==> src/rtl/id_ex_stage_reg.sv <==
// ID/EX pipeline register: captures decoded control, operands and instruction fields for EX,
// with flush > freeze > bubble > load priority and a saturating issued-instruction counter.
module id_ex_stage_reg #(
    parameter int DATA_W = 32,
    parameter int CNT_W  = 16
) (
    input  logic              clk,
    input  logic              rst_n,
    input  logic              flush,
    input  logic              freeze,
    input  logic              bubble,
    input  logic              valid_in,
    input  logic [DATA_W-1:0] pc_in,
    input  logic [DATA_W-1:0] val_rn_in,
    input  logic [DATA_W-1:0] val_rm_in,
    input  logic [3:0]        dest_in,
    input  logic [3:0]        src1_in,
    input  logic [3:0]        src2_in,
    input  logic [11:0]       shift_operand_in,
    input  logic [23:0]       signed_imm_24_in,
    input  logic [3:0]        status_in,
    input  logic [3:0]        execute_command_in,
    input  logic              mem_read_in,
    input  logic              mem_write_in,
    input  logic              wb_enable_in,
    input  logic              immediate_in,
    input  logic              branch_taken_in,
    input  logic              status_write_enable_in,
    output logic              valid_out,
    output logic [DATA_W-1:0] pc_out,
    output logic [DATA_W-1:0] val_rn_out,
    output logic [DATA_W-1:0] val_rm_out,
    output logic [3:0]        dest_out,
    output logic [3:0]        src1_out,
    output logic [3:0]        src2_out,
    output logic [11:0]       shift_operand_out,
    output logic [23:0]       signed_imm_24_out,
    output logic [3:0]        status_out,
    output logic [3:0]        execute_command_out,
    output logic              mem_read_out,
    output logic              mem_write_out,
    output logic              wb_enable_out,
    output logic              immediate_out,
    output logic              branch_taken_out,
    output logic              status_write_enable_out,
    output logic [CNT_W-1:0]  issued_count
);

    function automatic logic [CNT_W-1:0] sat_inc(input logic [CNT_W-1:0] c);
        return (c == {CNT_W{1'b1}}) ? c : c + CNT_W'(1);
    endfunction

    // Side-effecting control only passes for a real instruction that is not being replaced by a NOP.
    logic issue;
    assign issue = valid_in & ~bubble;

    always_ff @(posedge clk or negedge rst_n) begin
        if (!rst_n) begin
            valid_out               <= 1'b0;
            pc_out                  <= '0;
            val_rn_out              <= '0;
            val_rm_out              <= '0;
            dest_out                <= '0;
            src1_out                <= '0;
            src2_out                <= '0;
            shift_operand_out       <= '0;
            signed_imm_24_out       <= '0;
            status_out              <= '0;
            execute_command_out     <= '0;
            mem_read_out            <= 1'b0;
            mem_write_out           <= 1'b0;
            wb_enable_out           <= 1'b0;
            immediate_out           <= 1'b0;
            branch_taken_out        <= 1'b0;
            status_write_enable_out <= 1'b0;
            issued_count            <= '0;
        end else if (flush) begin
            // Flush beats freeze so a taken branch is never lost during a stall; count is kept.
            valid_out               <= 1'b0;
            pc_out                  <= '0;
            val_rn_out              <= '0;
            val_rm_out              <= '0;
            dest_out                <= '0;
            src1_out                <= '0;
            src2_out                <= '0;
            shift_operand_out       <= '0;
            signed_imm_24_out       <= '0;
            status_out              <= '0;
            execute_command_out     <= '0;
            mem_read_out            <= 1'b0;
            mem_write_out           <= 1'b0;
            wb_enable_out           <= 1'b0;
            immediate_out           <= 1'b0;
            branch_taken_out        <= 1'b0;
            status_write_enable_out <= 1'b0;
        end else if (!freeze) begin
            valid_out               <= issue;
            pc_out                  <= pc_in;
            val_rn_out              <= val_rn_in;
            val_rm_out              <= val_rm_in;
            dest_out                <= dest_in;
            src1_out                <= src1_in;
            src2_out                <= src2_in;
            shift_operand_out       <= shift_operand_in;
            signed_imm_24_out       <= signed_imm_24_in;
            status_out              <= status_in;
            immediate_out           <= immediate_in;
            execute_command_out     <= issue ? execute_command_in : 4'd0;
            mem_read_out            <= issue & mem_read_in;
            mem_write_out           <= issue & mem_write_in;
            wb_enable_out           <= issue & wb_enable_in;
            branch_taken_out        <= issue & branch_taken_in;
            status_write_enable_out <= issue & status_write_enable_in;
            if (issue) begin
                issued_count <= sat_inc(issued_count);
            end
        end
    end

endmodule

==> config.mk <==
export PLATFORM = sky130hd
export DESIGN_NAME = id_ex_stage_reg
export DESIGN_NICKNAME = d
export VERILOG_FILES = /design/src/rtl/id_ex_stage_reg.sv
export SDC_FILE = /design/constraint.sdc
export NUM_CORES = 1
export LEC_CHECK = 0
export ABC_AREA = 1
export CAP_MARGIN = 15
export CELL_PAD_IN_SITES_DETAIL_PLACEMENT = 1
export CELL_PAD_IN_SITES_GLOBAL_PLACEMENT = 1
export CORE_AREA = 2 2 132 134
export CTS_BUF_LIST = sky130_fd_sc_hd__clkbuf_4
export DETAILED_ROUTE_END_ITERATION = 8
export DIE_AREA = 0 0 134 136
export DONT_BUFFER_PORTS = 1
export PLACE_DENSITY = 0.81
export SLEW_MARGIN = 5
export SYNTH_ARGS = -nofsm -noshare
export SYNTH_HDL_FRONTEND = slang
export SYNTH_SLANG_ARGS = --single-unit
==> constraint.sdc <==
create_clock -name clk -period 4.23 [get_ports clk]
set_clock_uncertainty 0.05 [all_clocks]
set_input_delay 0.6345 -clock clk [delete_from_list [all_inputs] [get_ports clk]]
set_output_delay 0.6345 -clock clk [all_outputs]
set_load 0.01 [all_outputs]
Word-level counts from Yosys, hierarchy flattened
Cells that the tools add are included.
{ "op_classes": {"add_sub_neg": 1, "eq_ne": 2, "n_mux": 35, "n_bitwise": 10, "reduce_logical": 1} }
{ "ops": {"columns": ["cell", "count"], "rows": [
  ["$mux W32", 6],
  ["$mux W24", 2],
  ["$mux W4", 11],
  ["$mux W12", 2],
  ["$add A16 B1 Y16 const B", 1],
  ["$eq A16 B16 Y1 const B", 1],
  ["$mux W1", 14],
  ["$and A1 B1 Y1", 6],
  ["$not A1 Y1", 4],
  ["$reduce_and A4 Y1", 1],
  ["$ne A2 B2 Y1 const B", 1]
]} }
{ "totals": {"regBits": 175, "inputBits": 164, "out_inout_bits": 175, "wordCells": 67} }

Logic depth before layout (Yosys ltp)
Gate-level depths: netlist of run 1.
{ "depth": {"ltp_word": 5, "ltp_mapped": 9, "depth_no_buf": 8} }

Worst setup path before layout of run 1
OpenSTA, ideal clock, no wires.
{ "synth_path": {"path_kind": "reg-to-reg", "start": "register issued_count[0]", "end": "register issued_count[3]", "setup_ns": 0.116, "arrival_ns": 1.499, "t_required_ns": 4.064, "path_slack_ns": 2.564, "stages_incl_launch_ff": 10, "n_path_buf": 1, "synth_period_minus_slack_ns": 1.666, "path_cell_list": "dfrtp_1 ha_1 nand3_2 clkinv_2 nand2_4 o21ai_4 inv_4 buf_6 nand2_1 nand2_1"} }
{ "synth_between": {"elab_chain_cells": 3} }
{ "synth_lines": {"columns": ["item", "line_no", "rtl"], "rows": [
  ["from (decl)", "46", "output logic [CNT_W-1:0] issued_count"],
  ["from (signal assigned)", "115", "issued_count <= sat_inc(issued_count);"],
  ["parallel branches: the longest is 3 deep, another holds $add A16 B1 Y16", null, null]
]} }
Several ways; the timed one is not identified.
A chain may end at the register's enable or synchronous reset.

Worst setup path in the final report of run 1
{ "layout_path": {"start": "register issued_count[0]", "end": "register issued_count[10]"} }
The elaborated chain is that of the path after synthesis.

==> results of run 1 <==
## layout make-up
| class | instances | area [µm²] |
|---|---|---|
| Antenna cell | 1 | 2.50 |
| Sequential cell | 175 | 4380 |
| Inverter | 14 | 61.3 |
| Fill cell | 1985 | 9240 |
| Tap cell | 225 | 282 |
| Timing Repair Buffer | 3 | 22.5 |
| Multi-Input combinational cell | 574 | 2610 |
| Clock buffer | 19 | 143 |
| Clock inverter | 13 | 138 |
## routing by layer
layer	share of wire (%)	up-vias	track usage [%]
met3	8.4	42	7.83
met1	39	2840	25.8
met4	2.9	0	8.75
met2	50	226	36.3
met5	0	-	0
li1	-	2627	-
## path summary, 6_finish.rpt
path	to	startpoint	slack, ps
setup / recovery	issued_count[10]	issued_count[0]	2140
hold / removal	src2_out[1]	rst_n	-300
setup reg to reg	issued_count[10]	issued_count[0]	2140
hold reg to reg	val_rn_out[6]	val_rn_out[6]	550
max in group asynchronous	issued_count[6]	rst_n	4100
min in group clk	shift_operand_out[6]	flush	80
## cells by family after synthesis
family	count (synthesis)
xor gates and xnor gates	7
DFF	175
adders and majority gates	1
AOI/OAI and AO/OA	94
and+or+nand+nor	472
buffers and inverters	76
## metrics by stage
step	setup slack [ps]	hold WS, ps	util, %	cells
final	2140	-296	45.2	1024
after global routing	1960	-372	45.2	1024
after CTS	2130	-365	45.2	1023
after detailed placement	1840	292	43.6	991
after global placement	1890	292	43.6	991
after floorplan	2560	289	-	825
## cell usage after synthesis, drive strengths merged
cell,instances
nor2,17
o21ai,5
nand3,150
nand4,6
nand2,299
clkbuf,34
inv,12
ha,1
xnor2,7
a31o,1
a21oi,79
clkinv,2
dfrtp,175
buf,28
a32o,9
## state kept, by name, summed over array words and instances, names as in the netlist, 4 cells and up
name	flops
pc_out	32
issued_count	16
shift_operand_out	12
val_rn_out	32
val_rm_out	32
dest_out	4
status_out	4
src1_out	4
src2_out	4
execute_command_out	4
signed_imm_24_out	24
## worst max-delay path, stage by stage (launching register included)
cell and delay, ps:
dfrtp_1 540, ha_1 320, nand3_2 140, clkinv_2 110
nand2_4 60, o21ai_4 460, inv_4 150, nand2_1 90
nand2_1 50
## power groups by stage
| stage | combinational [mW] | sequential, mW | clock (mW) |
|---|---|---|---|
| global route | 0.200 | 1.91 | 1.06 |
| global placement | 0.165 | 1.92 | 0 |
| detailed placement | 0.176 | 1.93 | 0 |
| CTS | 0.176 | 1.89 | 0.996 |
| floorplan | 0.178 | 1.89 | 0 |
| finish | 0.173 | 1.89 | 0.963 |
==> results by stage, run 1 <==
Status:
- The flow ran to the end, but the final reports show violations.
- The checks that failed: negative hold slack.

Synthesis:
- Synthesis instantiated 26 different standard cells from the library.
- Multiplexer cells account for 0% of the synthesized area.
- The post-synthesis adder-cell area fraction is 0.171%.
- The combined area of all synthesized cells is around 0.0073 mm².
- Summed over its instances, the top area cell type makes up between 50% and 60% of the synthesized netlist area.
- After synthesis, the largest family of logic cells by area is simple AND/OR/NAND/NOR gates.
- During synthesis, Yosys emitted a total of 0 warnings.
- The number of nets handed over by synthesis was 990.
- The number of cells produced by synthesis is between 800 and 900.
- The sequential cell area fraction in the yosys report is between 50 and 60%.
- The area fraction in compound gates after synthesis is under 10%.
- By area the synthesized netlist is led by dfrtp_1 (60%), nand2_1 (15%), nand3_1 (10%).
- Summed over all instances, the cell type with the most area after synthesis is dfrtp_1.
- The synthesized design contains around 180 register bits.
- Dividing the synthesized area by the synthesized cell count gives about 8.9 µm².
- The synthesized-area fraction occupied by and/or/nand/nor cells is a little over a quarter.
- Summing the areas of all xor and xnor instances in the mapped netlist gives less than 1% of the synthesized area.

Floorplanning:
- The I/O pin total is around 340.
- The placeable core region is 0.0169 mm².
- The chip width is between 100 and 150 µm.
- The floorplan has 48 rows.
- The floorplan step defined a die boundary enclosing 0.0182 mm².
- The die is ~140 µm tall.
- Once the floorplan was initialized, standard cells occupied 43.3% of the core.

Place:
- The placement-stage cell area is roughly 0.0074 mm².
- The total half-perimeter wirelength after legalization and detailed placement is between 10000 and 15000 µm.
- The count of buffers from port buffering is 0.
- The congestion estimate from routability-driven global placement came to 0.784.

Clock tree:
- The number of buffers inserted during clock tree synthesis is 17.
- The root cell of the clock tree is clkbuf_4.
- The insertion delay of the later-clocked pin in the worst-skew pair is 560 ps.
- After clock tree synthesis, the clock-pin slew on the worst setup and hold paths is approximately 160 ps.
- The total number of clock tree sinks is 175.
- The maximum buffer depth of the clock tree is 2.
- The count of buffers added by post-CTS timing repair for setup is 0.
- The H-tree depth is 4.
- Once the clock tree was built, the resizer swapped 0 gates to a different size.
- TritonCTS built the clock tree.

Timing:
- On the final layout, the worst hold slack is -296 ps.
- Based on the critical path, the design can be clocked at up to between 400 and 500 MHz.
- The smallest clock period supported by the final layout is computed as roughly 2100 ps.
- The number of max-slew violations in the final report is 0.
- For the pin with the worst max-slew slack, the measured transition is 1090 ps.
- Adding up every negative setup slack in the final design gives 0 ps.
- The worst relative slew slack is 27.1%.
- Setup repair after global routing left no endpoint under its margin.
- The period utilization is between 40% and 50%.
- The number of endpoints with negative hold slack in the final report is approximately 180.
- Setup violations remaining at the end of the flow were counted as 0.

Global route:
- In the global route stage, overall resource usage came out at between 20% and 30%.
- The initial antenna violation count is 1.
- The maximum number of pins on one net before global-route repair is between 150 and 200.
- The via count of the first global-routing pass was approximately 6000.
- The global-route wire length before repair is approximately 31000 µm.
- The total grt overflow is 0.

Cells and area:
- The post-route cell area is about 0.0076 mm².
- The library cell used most frequently in the layout, excluding fill and tap cells, is nand2_1.
- After the last flow step, the layout net total stands at 950.
- The proportion of layout cells with a drive suffix above 1 is ~5.8%.
- The synthesis-to-finish area growth is 4.42%.
- In the layout the commonest cells are nand2_1 (297), dfrtp_1 (175), nand3_1 (149).

Power:
- The share of power burned in combinational logic is 5.7%.
- The power share of the sequential group is 62.5%.
- The switching portion of total power is roughly 28%.
- The post-route total power is approximately 3.0 mW.
- The internal power of the cells totals around 2.2 mW.
- For this design the total switching power over the nets is 0.836 mW.
- The leakage power of the design is ~3.7 nW.
- Across the VDD grid, the largest voltage drop is roughly 0.20 mV.
- The clock share of power is around a third.
- In this run the power density over the cells is a little under 400 mW/mm².

Min path:
- The worst hold path class is input port to asynchronous set/reset pin.

Critical path:
- The worst setup path is captured at a flop.
- Along the worst path, the maximum fanout reaches 19.
- Counting cells, the worst reg-to-reg path comes to 8.
- The arrival time of data at the critical path endpoint is around 2500 ps.
- Data on the critical path is required at its endpoint by roughly 4600 ps.
- The worst setup path is launched from a flop.
- The critical path is of the flop to flop type.

Run:
- The number of maximum-capacitance constraint violations is 0.

Route:
- In the routed layout, each cell is associated on average with a via count of around 5.6.
- The post-detailed-route wirelength per cell is between 15 and 20 µm.
- The routed wire length is slightly above 20000 µm.
- After the first detailed-routing iteration, the DRC count stood at approximately 320.
- The first detailed-routing pass took 4 iterations.
- The post-route DRC violation count is 0.
- The number of nets still failing antenna checks after routing is 0.
- The total vias in the final route is 5735.
Power figures use the tool's default switching activity.
==> inputs of run 2 (changes only) <==
- ABC_AREA: 1 -> 0
- PLACE_DENSITY: 0.81 -> 0.76
- clock period: 4.23 -> 2.1 ns (I/O delays scaled with it)
==> run 2 against run 1 <==
  * The run now fails in clock tree synthesis (4_1_cts)
  * Synthesized area fell by 1.8%
  * Synthesized cell count fell by 28%
==> results by stage, run 2 <==
Status:
- The flow did not finish.
- The flow halted during clock tree synthesis (4_1_cts).
- The tool reported: "[ERROR RSZ-0060] Max buffer count reached".

Synthesis:
- The count of flip-flops with a built-in enable after synthesis is 0.
- The number of cells produced by synthesis is 594.
- In this run, synthesis produced a sequential element count of around 180.
- The sequential cell area fraction in the yosys report is around 60%.
- The cell area that synthesis handed to floorplanning was just over 0.007 mm².
- In the post-synthesis netlist, the cell with the most instances is dfrtp_1.
- The proportion of netlist area held by the largest area contributor is about three fifths.
- Yosys printed 0 warnings.
- In this run, distinct cell masters in the synthesized netlist total 35.
- When the netlist entered floorplanning its net count stood at between 700 and 800.
- The proportion of register bits with asynchronous set or reset after synthesis is 100%.
- In the synthesized netlist, the cells that appear most often are dfrtp_1 (175), nor2_1 (157), mux2i_1 (149).
- The most used flip-flop cell after synthesis is dfrtp_1.
- Yosys attributes the largest share of cell area to dfrtp_1 (61%), mux2i_1 (21%), nor2_1 (8.2%).
- Summed over all instances, the cell type with the most area after synthesis is dfrtp_1.
- The average instance in the mapped netlist occupies 12.1 µm².

Clock tree:
- The post-cts repair resize count is 0.
- The maximum buffer depth of the clock tree is 2.
- The root cell of the clock tree is clkbuf_4.
- The number of buffers inserted during clock tree synthesis is 17.
- After clock tree synthesis, the flow added hold-fix buffers numbering 164.
- Counting every sink on the clock net gives 175.
- The H-tree depth is 4.
- In this run the post-CTS setup repair buffer count came out at 0.

Place:
- The total half-perimeter wirelength after legalization and detailed placement is ~13000 µm.
- At the end of routability-driven placement, the weighted congestion stood at 0.785.
- The count of buffers from port buffering is 0.

Floorplanning:
- Once the floorplan was initialized, standard cells occupied 42.5% of the core.
- Pin placement for this block handled roughly 340 I/O pins.
- The row count is 48.
- The chip width is approximately 130 µm.
- Measured along the y axis, the die boundary spans roughly 140 µm.
==> run 2: cell types whose count changed after synthesis, moves of 5 or more <==
cell      change
nor2_1      +143
a32o_1        -9
a21oi_1      -74
clkbuf_1     -12
mux2i_1     +149
buf_2         -5
nand2_1     -289
inv_1         -9
a22o_1        +9
buf_1         -6
nand3_1     -145
==> run 2: metrics by stage <==
step                      cells  hold slack [ps]  area [µm²]  setup slack [ps]
after floorplan             594            -30.6        7180               178
after global placement      784            -27.4        7320               244
after detailed placement    784            -28.2        7320               160
==> run 2: kinds of logic after synthesis <==
family                     share of synthesized area [%]
and+or+nand+nor                                     11.8
DFF                                                 61.0
muxes                                               21.6
buffers and inverters                               2.51
AOI/OAI and AO/OA                                   2.42
xor gates and xnor gates                           0.488
adders and majority gates                          0.174
==> inputs of run 3 (changes only) <==
- CELL_PAD_IN_SITES_DETAIL_PLACEMENT: 1 -> default
- CELL_PAD_IN_SITES_GLOBAL_PLACEMENT: 1 -> default
- CORE_AREA: 2 2 132 134 -> default
- CORE_MARGIN: default -> 1
- CORE_UTILIZATION: default -> 35
- CTS_BUF_LIST: sky130_fd_sc_hd__clkbuf_4 -> default
- DIE_AREA: 0 0 134 136 -> default
- PLACE_DENSITY: 0.76 -> default
- PLACE_DENSITY_LB_ADDON: default -> 0.15
==> run 3 against run 2 <==
  * The flow now finishes, with violations (negative hold slack)
  * Synthesized cell count unchanged
  * Synthesized area unchanged
==> results by stage, run 3 <==
Route:
- The number of nets still failing antenna checks after routing is 0.
- The detailed router put a total of roughly 7000 µm of wire on met1.
- The first detailed-routing pass ran for 5 iterations.
- Detailed routing placed a total of 1520 µm of wire on met3.
- Dividing the detail-routed via count by the number of cells gives 5.02.
- Detailed routing placed a total of approximately 9500 µm of wire on met2.
- The first routing iteration left 212 violations.
- In this run the top signal layer used is met4.
- The post-route DRC violation count is 0.
- The post-detailed-route wirelength per cell is about 18 µm.
- The total vias in the final route is roughly 5000.
- The routed wire length is 18300 µm.

Critical path:
- Of all nets on the critical path, the largest fanout is 6.
- The number of cells traversed by the worst register-to-register path is 5.
- The element type at the critical path start is a flop.
- The launch instance of the worst register-to-register path is issued_count[0].
- Data arrives at the worst endpoint at between 2000 and 2500 ps.
- The required time at the endpoint of the critical path is ~2400 ps.
- The worst register-to-register path has a setup slack of 170 ps.
- The terminus of the critical flop-to-flop path is issued_count[10].
- The critical path class is flop to flop.
- The endpoint type of the worst setup path is a flop.

Timing:
- The number of setup violations in the final report is 0.
- For the pin with the worst max-slew slack, the measured transition is 543 ps.
- The final hold slack is -461 ps.
- The routed design could run at a clock period as short as 1930 ps.
- The number of max-slew violations in the final report is 0.
- For the final routed database, the setup TNS stands at 0 ps.
- The period utilization is 91.8%.
- Headroom to the max-slew limit came out at a little under two thirds.
- The number of endpoints with negative hold slack in the final report came to approximately 180.
- Derived from the worst setup path, the maximum achievable clock frequency is about 520 MHz.
- Setup repair after global routing left no endpoint under its margin.

Synthesis:
- Among all cell types in the netlist, the one instantiated most often is dfrtp_1.
- After synthesis, the cell types taking the most area are dfrtp_1 (61%), mux2i_1 (21%), nor2_1 (8.2%).
- The post-synthesis net count is between 700 and 800.
- Yosys printed 0 warnings.
- dfrtp_1 takes more of the synthesized area than any other cell.
- After synthesis the netlist holds a flip-flop and latch count of around 180.
- The synthesized design contains 0 enable-type register cells.
- The proportion of register bits with asynchronous set or reset after synthesis is 100%.
- Synthesis instantiated 35 different standard cells from the library.
- The synthesized design devotes to its leading area cell type 61.0% of total area.
- The average cell area after synthesis is approximately 12 µm².
- The share of the Yosys chip area taken by registers is between 60% and 70%.
- The number of cells produced by synthesis is roughly 590.
- In the synthesized netlist the dominant register cell turns out to be dfrtp_1.
- The mapped netlist covers slightly above 0.007 mm².
- By count the netlist is led by dfrtp_1 (175), nor2_1 (157), mux2i_1 (149).

Floorplanning:
- For this design the top-level I/O count stands at 339.
- The placeable core region is approximately 0.02 mm².
- The die extent in y is ~150 µm.
- The chip width is about 150 µm.
- The effective utilization at floorplan is a little over a third.
- The row count is 52.
- The die covers between 0.02 and 0.025 mm².

Global route:
- Global routing consumed, over all layers together, 17.5% of the routing resources.
- The initial antenna violation count is 0.
- Global routing finished with a remaining overflow of 0.
- The via count of the first global-routing pass was 5363.
- The first global-routing pass estimated between 20000 and 30000 µm of wire.
- The maximum number of pins on one net before global-route repair is 176.

Clock tree:
- Once the clock tree was built, the setup fixing pass inserted 0 buffers.
- The maximum buffer depth of the clock tree is 2.
- Clock-pin slew was measured on the worst setup and hold paths at ~70 ps.
- The H-tree was split into 4 levels.
- The CTS tree is done.
- CTS placed an instance of clkbuf_16 at the clock tree root.
- Clock tree synthesis found a total of roughly 180 sinks.
- The number of buffers inserted during clock tree synthesis is 17.
- The clock reaches the later pin of the worst-skew pair after around 420 ps.
- The number of hold buffers added after CTS was between 100 and 150.
- Once the clock tree was built, the resizer swapped 0 gates to a different size.

Place:
- The total half-perimeter wirelength after legalization and detailed placement is about 11000 µm.
- The final weighted congestion of routability-driven global placement is around 0.79.
- Input and output buffers added on the ports amount to 0.

Status:
- The final reports fail on negative hold slack.
- The flow ran to the end, but the final reports show violations.

Cells and area:
- Counting the fill cells in the layout gives around 1800.
- The net total in the final layout is around 880.
- Compared with the post-synthesis result, the final layout area differs by 30.9%.
- The proportion of layout cells with a drive suffix above 1 is 6.16%.
- The top cell types in the final layout, fill and taps aside, are dfrtp_1 (175), nor2_1 (157), mux2i_1 (149).
- The leading cell type in the layout, fill and taps excluded is dfrtp_1.
- The number of diodes added for antenna fixing is 0.
- In the final layout, the registers with the most flip-flops are pc_out x32, val_rm_out x32, val_rn_out x32.

Power:
- Summing internal, switching and leakage power gives between 7 and 8 mW.
- Power spread over the standard cell area amounts to slightly above 800 mW/mm².
- The leakage power of the design is approximately 4.7 nW.
- Across the VDD grid, the largest voltage drop is approximately 0.42 mV.

Min path:
- The worst hold path class is input port to asynchronous set/reset pin.

Run:
- The number of maximum-capacitance constraint violations is 0.
## run 3: cell counts after synthesis
Identical to the previous run, type by type.
## run 3: per-stage QoR
step           setup slack, ps  std cells  util (%)  instance area, µm²
5_1_grt                   20.9       1000      46.6                9400
4_1_cts                    186       1000      46.6                9400
6_report                   173       1000      46.6                9400
2_1_floorplan              178        594         -                7180
3_3_place_gp               244        828      36.5                7370
3_5_place_dp               198        828      36.5                7370
## run 3: worst max-delay path by stage
stage / to / slack (ps) / cells after the start / startpoint
6_report: issued_count[10] / 170 / 5 / issued_count[0]
2_1_floorplan: issued_count[10] / 180 / 6 / flush
5_1_grt: issued_count[10] / 20 / 5 / issued_count[1]
3_5_place_dp: issued_count[10] / 200 / 5 / issued_count[0]
3_3_place_gp: issued_count[10] / 240 / 5 / issued_count[0]
4_1_cts: issued_count[10] / 190 / 5 / issued_count[0]
## run 3: layout make-up
type	instances	area, µm²	share of cell area [%]
Inverter	1	3.75	0.0400
Timing Repair Buffer	143	1440	15.3
Multi-Input combinational cell	379	2620	27.9
Clock buffer	18	429	4.57
Sequential cell	175	4380	46.6
Clock inverter	14	180	1.92
Tap cell	270	338	3.60
## run 3: logic make-up after synthesis
logic type,synth area share [%]
AO/OA/AOI/OAI,2.42
XOR/XNOR,0.488
adder cells (fa/ha/maj),0.174
buffers and inverters,2.51
flip-flops,61.0
multiplexers,21.6
AND/OR/NAND/NOR,11.8
## run 3: metal layers
| layer | track usage, % | vias to the layer above |
|---|---|---|
| li1 | - | 2266 |
| met3 | 6.70 | 15 |
| met1 | 19.0 | 2504 |
| met4 | 5.68 | 0 |
| met2 | 31.2 | 231 |
| met5 | 0 | - |
## run 3: report_power, final
part / switching (mW) / internal, mW / leakage [nW]
registers: 0.306 / 3.57 / 2.33
logic: 0.219 / 0.392 / 2.09
clock network: 1.38 / 1.90 / 0.298
total: 1.90 / 5.86 / 4.71
## run 3: critical path, stage by stage (launching register included)
cell and delay, ps:
dfrtp_1 480, ha_1 280, nand3_1 250, nor3_4 320, nand3_2 130, mux2_4 300
